## src/rtl/eaglesong_nonce_search_if.sv

```systemverilog
// Job, digest-core and result signals of the Eaglesong nonce search block.
// slave: the search block itself; master: the job source, core and result consumer.
interface eaglesong_nonce_search_if;
    logic         job_valid;
    logic         job_ready;
    logic [223:0] job_header;
    logic [31:0]  job_nonce_start;
    logic [31:0]  job_nonce_count;
    logic [255:0] job_target;

    logic [255:0] core_input_val;
    logic [6:0]   core_input_length_bytes;
    logic         core_start_eval;
    logic [255:0] core_output_val;
    logic         core_eval_output_ready;

    logic         result_valid;
    logic         result_ack;
    logic         result_found;
    logic         result_timeout;
    logic [31:0]  result_nonce;
    logic [255:0] result_digest;
    logic         busy;

    modport slave (
        input  job_valid, job_header, job_nonce_start, job_nonce_count, job_target,
        input  core_output_val, core_eval_output_ready, result_ack,
        output job_ready, core_input_val, core_input_length_bytes, core_start_eval,
        output result_valid, result_found, result_timeout, result_nonce, result_digest, busy
    );

    modport master (
        output job_valid, job_header, job_nonce_start, job_nonce_count, job_target,
        output core_output_val, core_eval_output_ready, result_ack,
        input  job_ready, core_input_val, core_input_length_bytes, core_start_eval,
        input  result_valid, result_found, result_timeout, result_nonce, result_digest, busy
    );
endinterface

```

## src/rtl/eaglesong_nonce_search.sv

```systemverilog
// Sweeps a nonce range through an external Eaglesong digest core until a digest falls below target.
// Optional core watchdog: define EAGLESONG_SEARCH_TIMEOUT_EN (limit set by TIMEOUT_CYCLES).
module eaglesong_nonce_search #(
    parameter int TIMEOUT_CYCLES = 4096
) (
    input logic                      clk,
    input logic                      rst,
    eaglesong_nonce_search_if.slave  bus
);

    typedef enum logic [2:0] {
        S_IDLE,
        S_ISSUE,
        S_SETTLE,
        S_WAIT,
        S_CHECK,
        S_REPORT
    } state_t;

    state_t         state;
    state_t         state_nx;

    logic [223:0]   header;
    logic [255:0]   target;
    logic [31:0]    nonce;
    logic [31:0]    remaining;
    logic [31:0]    last_nonce;
    logic [255:0]   digest;
    logic           found_q;
    logic           timeout_q;

    logic           digest_below;
    logic           last_in_range;
    logic           wait_expired;

    assign digest_below  = digest < target;
    assign last_in_range = remaining == 32'd1;

`ifdef EAGLESONG_SEARCH_TIMEOUT_EN
    localparam int TW = $clog2(TIMEOUT_CYCLES + 1);

    logic [TW-1:0] wait_cnt;

    assign wait_expired = wait_cnt == TW'(TIMEOUT_CYCLES - 1);

    always_ff @(posedge clk) begin
        if (rst)
            wait_cnt <= '0;
        else if (state == S_SETTLE)
            wait_cnt <= '0;
        else if (state == S_WAIT)
            wait_cnt <= wait_cnt + TW'(1);
    end
`else
    // Watchdog compiled out: WAIT holds until the core answers.
    assign wait_expired = 1'b0 && (TIMEOUT_CYCLES > 0);
`endif

    // NOTE: sequential state uses non-blocking assignments so every register samples pre-edge values.
    always_ff @(posedge clk) begin
        if (rst)
            state <= S_IDLE;
        else
            state <= state_nx;
    end

    // NOTE: state_nx is defaulted first so no path through the case can infer a latch.
    always_comb begin
        state_nx = state;
        unique case (state)
            S_IDLE:   if (bus.job_valid)
                          state_nx = (bus.job_nonce_count == 32'd0) ? S_REPORT : S_ISSUE;
            S_ISSUE:  state_nx = S_SETTLE;
            S_SETTLE: state_nx = S_WAIT;
            S_WAIT:   if (bus.core_eval_output_ready)
                          state_nx = S_CHECK;
                      else if (wait_expired)
                          state_nx = S_REPORT;
            S_CHECK:  state_nx = (digest_below || last_in_range) ? S_REPORT : S_ISSUE;
            S_REPORT: if (bus.result_ack)
                          state_nx = S_IDLE;
            default:  state_nx = S_IDLE;
        endcase
    end

    always_ff @(posedge clk) begin
        if (rst) begin
            header     <= '0;
            target     <= '0;
            nonce      <= '0;
            remaining  <= '0;
            last_nonce <= '0;
            digest     <= '0;
            found_q    <= 1'b0;
            timeout_q  <= 1'b0;
        end else begin
            case (state)
                S_IDLE: if (bus.job_valid) begin
                    header    <= bus.job_header;
                    target    <= bus.job_target;
                    nonce     <= bus.job_nonce_start;
                    remaining <= bus.job_nonce_count;
                    found_q   <= 1'b0;
                    timeout_q <= 1'b0;
                end
                S_ISSUE: last_nonce <= nonce;
                S_WAIT: begin
                    if (bus.core_eval_output_ready)
                        digest <= bus.core_output_val;
                    else if (wait_expired)
                        timeout_q <= 1'b1;
                end
                // Advance only on a miss so the reported nonce is the one that hit.
                S_CHECK: begin
                    if (digest_below) begin
                        found_q <= 1'b1;
                    end else begin
                        nonce     <= nonce + 32'd1;
                        remaining <= remaining - 32'd1;
                    end
                end
                default: ;
            endcase
        end
    end

    assign bus.job_ready               = state == S_IDLE;
    assign bus.busy                    = state != S_IDLE;
    assign bus.core_start_eval         = state == S_ISSUE;
    assign bus.core_input_val          = {header, nonce};
    assign bus.core_input_length_bytes = 7'd32;
    assign bus.result_valid            = state == S_REPORT;
    assign bus.result_found            = found_q;
    assign bus.result_timeout          = timeout_q;
    assign bus.result_nonce            = last_nonce;
    assign bus.result_digest           = digest;

endmodule

```

## src/flat_wrapper.sv

```systemverilog
// flat-port wrapper written by rule: the top's interface ports become plain ports
module eaglesong_nonce_search_flat 
#(
    parameter int TIMEOUT_CYCLES = 4096
)
  (clk, rst, bus_job_valid, bus_job_header, bus_job_nonce_start, bus_job_nonce_count, bus_job_target, bus_core_output_val, bus_core_eval_output_ready, bus_result_ack, bus_job_ready, bus_core_input_val, bus_core_input_length_bytes, bus_core_start_eval, bus_result_valid, bus_result_found, bus_result_timeout, bus_result_nonce, bus_result_digest, bus_busy);
  eaglesong_nonce_search_if bus_i ();
  input logic clk;
  input logic rst;
  input wire logic [$bits(bus_i.job_valid)-1:0] bus_job_valid;
  input wire logic [$bits(bus_i.job_header)-1:0] bus_job_header;
  input wire logic [$bits(bus_i.job_nonce_start)-1:0] bus_job_nonce_start;
  input wire logic [$bits(bus_i.job_nonce_count)-1:0] bus_job_nonce_count;
  input wire logic [$bits(bus_i.job_target)-1:0] bus_job_target;
  input wire logic [$bits(bus_i.core_output_val)-1:0] bus_core_output_val;
  input wire logic [$bits(bus_i.core_eval_output_ready)-1:0] bus_core_eval_output_ready;
  input wire logic [$bits(bus_i.result_ack)-1:0] bus_result_ack;
  output wire logic [$bits(bus_i.job_ready)-1:0] bus_job_ready;
  output wire logic [$bits(bus_i.core_input_val)-1:0] bus_core_input_val;
  output wire logic [$bits(bus_i.core_input_length_bytes)-1:0] bus_core_input_length_bytes;
  output wire logic [$bits(bus_i.core_start_eval)-1:0] bus_core_start_eval;
  output wire logic [$bits(bus_i.result_valid)-1:0] bus_result_valid;
  output wire logic [$bits(bus_i.result_found)-1:0] bus_result_found;
  output wire logic [$bits(bus_i.result_timeout)-1:0] bus_result_timeout;
  output wire logic [$bits(bus_i.result_nonce)-1:0] bus_result_nonce;
  output wire logic [$bits(bus_i.result_digest)-1:0] bus_result_digest;
  output wire logic [$bits(bus_i.busy)-1:0] bus_busy;
  assign bus_i.job_valid = bus_job_valid;
  assign bus_i.job_header = bus_job_header;
  assign bus_i.job_nonce_start = bus_job_nonce_start;
  assign bus_i.job_nonce_count = bus_job_nonce_count;
  assign bus_i.job_target = bus_job_target;
  assign bus_i.core_output_val = bus_core_output_val;
  assign bus_i.core_eval_output_ready = bus_core_eval_output_ready;
  assign bus_i.result_ack = bus_result_ack;
  assign bus_job_ready = bus_i.job_ready;
  assign bus_core_input_val = bus_i.core_input_val;
  assign bus_core_input_length_bytes = bus_i.core_input_length_bytes;
  assign bus_core_start_eval = bus_i.core_start_eval;
  assign bus_result_valid = bus_i.result_valid;
  assign bus_result_found = bus_i.result_found;
  assign bus_result_timeout = bus_i.result_timeout;
  assign bus_result_nonce = bus_i.result_nonce;
  assign bus_result_digest = bus_i.result_digest;
  assign bus_busy = bus_i.busy;
  eaglesong_nonce_search #(.TIMEOUT_CYCLES(TIMEOUT_CYCLES)) u_core (.clk(clk), .rst(rst), .bus(bus_i));
endmodule
```

## config.mk

```make
export PLATFORM = sky130hd
export DESIGN_NAME = eaglesong_nonce_search_flat
export DESIGN_NICKNAME = d
export VERILOG_FILES = /design/src/rtl/eaglesong_nonce_search_if.sv /design/src/rtl/eaglesong_nonce_search.sv /design/src/flat_wrapper.sv
export SDC_FILE = /design/constraint.sdc
export NUM_CORES = 2
export LEC_CHECK = 0
export CORE_AREA = 3 3 537 539
export DETAILED_ROUTE_END_ITERATION = 10
export DIE_AREA = 0 0 540 542
export SLEW_MARGIN = 0
export SYNTH_ARGS = -nofsm -noshare
export SYNTH_HDL_FRONTEND = slang
export SYNTH_SLANG_ARGS = --single-unit
```

## constraint.sdc

```tcl
create_clock -name clk -period 9.5 [get_ports clk]
set_input_delay 1.9 -clock clk [delete_from_list [all_inputs] [get_ports clk]]
set_output_delay 1.9 -clock clk [all_outputs]
set_load 0.05 [all_outputs]
```

### Word-level counts from Yosys, hierarchy flattened

Index checks and enable logic that the tools add are counted.

| word-level totals | value |
|---|---|
| output and inout port bits | 557 |
| logic and storage cells | 47 |
| flip-flop bits (word level) | 836 |
| input bits | 805 |

| operators by class | value |
|---|---|
| reduce and logical (&&, ||, !) cells | 10 |
| add/sub/neg operators | 2 |
| order comparisons | 1 |
| muxes and demuxes | 15 |
| equal/unequal tests | 11 |

Operators with widths:

| kind | count |
|---|---|
| less-than comparator 256 bit | 1 |
| two-way mux 32 bit | 4 |
| one-hot mux 32 bit (2 select lines) | 2 |
| adder 32 x 1 -> 32 bit, second input constant | 1 |
| equality test 32 x 1 -> 1 bit, second input constant | 1 |
| zero test 32 bit | 1 |
| subtractor 32 x 1 -> 32 bit, second input constant | 1 |
| one-hot mux 3 bit (6 select lines) | 1 |
| two-way mux 3 bit | 5 |
| AND reduction 3 bit | 3 |
| != test 2 bit, second input constant | 4 |
| equality test 3 x 2 -> 1 bit, second input constant | 2 |
| equality test 3 bit, second input constant | 2 |
| AND reduction 2 bit | 2 |
| equality test 3 x 1 -> 1 bit, second input constant | 1 |
| zero test 3 bit | 1 |
| nonzero test 3 bit | 1 |
| two-way mux 1 bit | 2 |
| != test 2 x 1 -> 1 bit, second input constant | 1 |
| one-hot mux 1 bit (2 select lines) | 1 |
| nonzero test 2 bit | 1 |
| logical OR 1 bit | 1 |

### Logic depth before layout (Yosys ltp)

| logic depth | value |
|---|---|
| depth in word-level cells | 4 |
| mapped depth | 13 |
| mapped depth without buffers | 11 |

### Least setup slack after synthesis

No wires, ideal clock.

| path | value |
|---|---|
| kind | register to register |
| start | register u_core.digest[141], in the netlist u_core.bus.result_digest[141] |
| end | register u_core.nonce[18] |
| stages on the path, launching flop included | 12 |
| clock period less this slack | 3.727 ns |
| library setup time | 0.092 ns |
| setup slack | 5.773 ns |
| arrival time | 3.635 ns |
| required time | 9.408 ns |
| path buffers | 1 |
| cell sequence | dfxtp_1 -> ha_1 -> a21o_1 -> a21o_1 -> a221o_1 -> or3_1 -> a2111o_1 -> a221o_2 -> o31ai_4 -> buf_4 -> mux2_2 -> nor4_1 |

| between the ends | value |
|---|---|
| cells in the longest elaborated chain, start to end | 3 |

RTL lines:

| element | line | text |
|---|---|---|
| start, declared | eaglesong_nonce_search.sv:28 | `logic [255:0] digest;` |
| start signal, assigned | eaglesong_nonce_search.sv:109 | `digest <= bus.core_output_val;` |
| less-than comparator 256 bit | eaglesong_nonce_search.sv:36 | `assign digest_below = digest < target;` |
| != test 2 bit (no line) | n/a |  |
| AND reduction 3 bit (no line) | n/a |  |
| end signal, assigned | eaglesong_nonce_search.sv:101 | `nonce <= bus.job_nonce_start;` |
| end signal, assigned | eaglesong_nonce_search.sv:118 | `nonce <= nonce + 32'd1;` |
| end, declared | eaglesong_nonce_search.sv:25 | `logic [31:0] nonce;` |

Every way passes these cells.
A chain may end at the register's enable or synchronous reset.

### Worst setup path after layout

| path | value |
|---|---|
| start | register u_core.state[2] |
| end | output bus_job_ready |

| between the ends | value |
|---|---|
| cells in the longest elaborated chain, start to end | 1 |

RTL lines:

| element | line | text |
|---|---|---|
| start, declared | eaglesong_nonce_search.sv:20 | `state_t state;` |
| start signal, assigned | eaglesong_nonce_search.sv:64 | `state <= state_nx;` |
| zero test 3 bit | eaglesong_nonce_search.sv:127 | `assign bus.job_ready = state == S_IDLE;` |
| end, declared | flat_wrapper.sv:18 | `output wire logic [$bits(bus_i.job_ready)-1:0] bus_job_ready;` |

Every way passes these cells.

==> qor.csv <==
metric,value,unit
clock net sink count,836,
Hold WC Path Type,reg2reg,
Core Rows,196,
top post-synthesis cells by area,"dfxtp_1 (45%), nand2_1 (16%), a21oi_1 (12%), ha_1 (8.7%), inv_1 (2.9%)",
Fillers,31770,
Post-Syn Area,36900,um2
maxcap violations,0,
Synth-to-Final Area Change,58.56,%
via count,40110,
Final Hold Fails,0,
critical path capture point type,primary output,
"Warnings, synthesis",0,
TritonRoute pass-1 iters,5,
cell-internal power,0.007202,W
Hold Crit Start,u_core.header[22],
RR Startpoint,u_core.bus.result_digest[215],
cell taking the most area after synthesis,dfxtp_1,
total power draw,0.01056,W
Root Buffer,clkbuf_16,
reg2reg setup slack,4790,ps
total CTS buffers,113,
CTS resizes,0,
Synth top area share,45.36,%
Yosys cell types,71,
switching fraction of total power,31.82,%
P per Cell Area,180.5,nW/um2
Initial DRC Count,2854,
IO buf count,1353,
ys async rst share,0,%
Worst Path Required,7600,ps
reg2reg end,u_core.remaining[17],
post-synthesis sequential area ratio,45.36,%
Clock transition at path regs,60,ps
gpl congestion,0.8858,
Multi-input gate area,17980,um2
static leakage power,20.68,nW
clock latency on the worst-skew pair,860,ps
Max Slew Vio Count,0,
critical path startpoint category,register,
count of hold-fix buffers inserted at cts,0,
FF-to-FF path depth,11,
largest net degree at the start of global routing,191,
Final ANT Viol Nets,0,
number of synthesized flops with an enable pin,0,
H-tree depth,3,
main flop type after synthesis,dfxtp_1,
DRC viols,0,
top cells by instance count after synthesis,"nand2_1 (1621), a21oi_1 (883), dfxtp_1 (836), inv_1 (285), clkbuf_1 (273)",
status,finished clean,
dpl hpwl,234200,um
Placed Instances,9709,
Routed WL,279400,um
Worst Tran Pin Value,1168,ps
dpl cell area,54520,um2
Cells after Synth,4843,
I/O pin count,1362,
Comb pwr share,20.4,%
maximum vdd ir drop,0.1306,mV
Starting Density,12.97,%
Die Area,292700,um2
Register Area,16740,um2
clock skew,54.73,ps
min Tclk post-route,5030,ps
hold path endpoint,u_core.header[22],
first-pass GRT wire length,356100,um
net switching power,0.003361,W
final setup vio count,0,
die span in x,540,um
final core occ,20.57,%
"Cell Count, Final, Fillers Out",9974,
Hold Path Depth,2,
fmax,198.8,MHz
Global Route Usage Sum,18.20,%
most used standard cell by instance count after synthesis,nand2_1,
sequential share of power,36.6,%
initial antenna violation count,308,
chip height,542,um
Crit Path Class,reg2out,
postcts setup bufs,0,
Core ar.,284500,um2
Slew Limit Headroom,22.10,%
wire per inst,28.01,um
TNS Setup,0,ps
vias in the first global route,37140,
Yosys reg bits,836,
share of total power in the clock network,43.0,%
share of post-route cells with drive strength above 1,4.358,%
CTS tree,yes,
"Max FO, Critical Path",12,
final layout net count,7125,
WP data arrival,3130,ps
grt total ovfl,0,
Final Instance Area,58510,um2
Final period util,52.95,%
vias per cell,4.021,
RSZ-0062 raised after global routing,no,
Mapped Avg Cell Area,7.619,um2
clk buf depth,4,
## routing by layer
| metal | wire length (um) | share of wire, % | vias up | track usage [%] |
|---|---|---|---|---|
| met4 | 7751 | 2.8 | 286 | 5.023 |
| met2 | 115700 | 41 | 1900 | 26.94 |
| li1 | - | - | 18750 | - |
| met5 | 1790 | 0.64 | - | 0 |
| met3 | 47160 | 17 | 610 | 14.08 |
| met1 | 107000 | 38 | 18560 | 20.07 |
## kinds of logic (layout without fill, tap and decap cells)
kind of cell | count (synthesis) | count (layout) | synth area share (%)
simple gates | 1998 | 1998 | 22.05
fa+ha+maj | 258 | 258 | 8.748
buf+inv | 588 | 1889 | 6.121
compound gates | 1159 | 1159 | 17.65
flops | 836 | 836 | 45.36
mux | 2 | 2 | 0.05764
other cells | 2 | 70 | 0.02035
## placed cells by master, fill, tap and decap left out, types with 17 or more instances in the layout
| cell | Yosys | layout |
|---|---|---|
| dfxtp_1 | 836 | 836 |
| clkbuf_1 | 273 | 22 |
| and3_1 | 17 | 17 |
| nand2_1 | 1621 | 1620 |
| nand3_1 | 51 | 51 |
| o21ai_0 | 65 | 65 |
| nand4_1 | 78 | 78 |
| nor2_1 | 113 | 112 |
| a21o_1 | 23 | 23 |
| nor3_1 | 36 | 36 |
| a211oi_1 | 31 | 31 |
| ha_1 | 258 | 258 |
| inv_1 | 285 | 285 |
| nor4_1 | 30 | 28 |
| diode_2 | 0 | 62 |
| a21oi_1 | 883 | 883 |
| clkdlybuf4s50_1 | 0 | 1346 |
| buf_4 | 11 | 43 |
| clkbuf_16 | 0 | 113 |
| a31oi_1 | 18 | 17 |
| clkinv_2 | 0 | 19 |
## power by group through the flow
stage	Clock (W)	Sequential [W]	Combinational, W
after floorplan	0	0.00427	0.000766
after global placement	0	0.00394	0.00218
after detailed placement	0	0.00395	0.00219
after CTS	0.00470	0.00387	0.00220
after global routing	0.00480	0.00389	0.00232
final	0.00454	0.00387	0.00215
## layout make-up
class                   instances  share of cell area, %
diodes                         62                 0.2652
clock buffers                 151                  5.350
clock inverters                52                  1.193
inverters                     285                  1.828
multi-input cells            3425                  30.73
flip-flops and latches        836                  28.60
well taps                    3762                  8.045
repair buffers               1401                  23.98
## how the worst max path moves through the flow
| stage | from | endpoint | slack [ps] | cells after the start |
|---|---|---|---|---|
| 2_1_floorplan | u_core.bus.result_digest[141] | u_core.nonce[18] | 5770 | 11 |
| 3_3_place_gp | bus_core_eval_output_ready | u_core.bus.result_digest[249] | 4440 | 6 |
| 3_5_place_dp | bus_core_eval_output_ready | u_core.bus.result_digest[249] | 4480 | 6 |
| 4_1_cts | u_core.state[2] | bus_job_ready | 4300 | 3 |
| 5_1_grt | u_core.state[2] | bus_job_ready | 4340 | 3 |
| 6_report | u_core.state[2] | bus_job_ready | 4470 | 3 |
## stage by stage
step / setup WS (ps) / hold slack, ps
3_3_place_gp: 4436 / 440.8
5_1_grt: 4344 / 466.4
4_1_cts: 4305 / 453.8
3_5_place_dp: 4484 / 445.3
2_1_floorplan: 5773 / 436.3
6_report: 4470 / 450.2
## registers in the layout, indices dropped and copies added, names as in the netlist
name	cells
u_core.remaining	32
u_core.header	224
u_core.state	3
u_core.nonce	32
u_core.bus.result_digest	256
u_core.bus.result_found	1
u_core.target	256
u_core.bus.result_nonce	32
## worst max-delay path: stages, from the launching register on
cell and delay [ps]:
dfxtp_1 460, or3_1 510, inv_1 200, clkdlybuf4s50_1 1120
(Power assumes the default switching activity.)
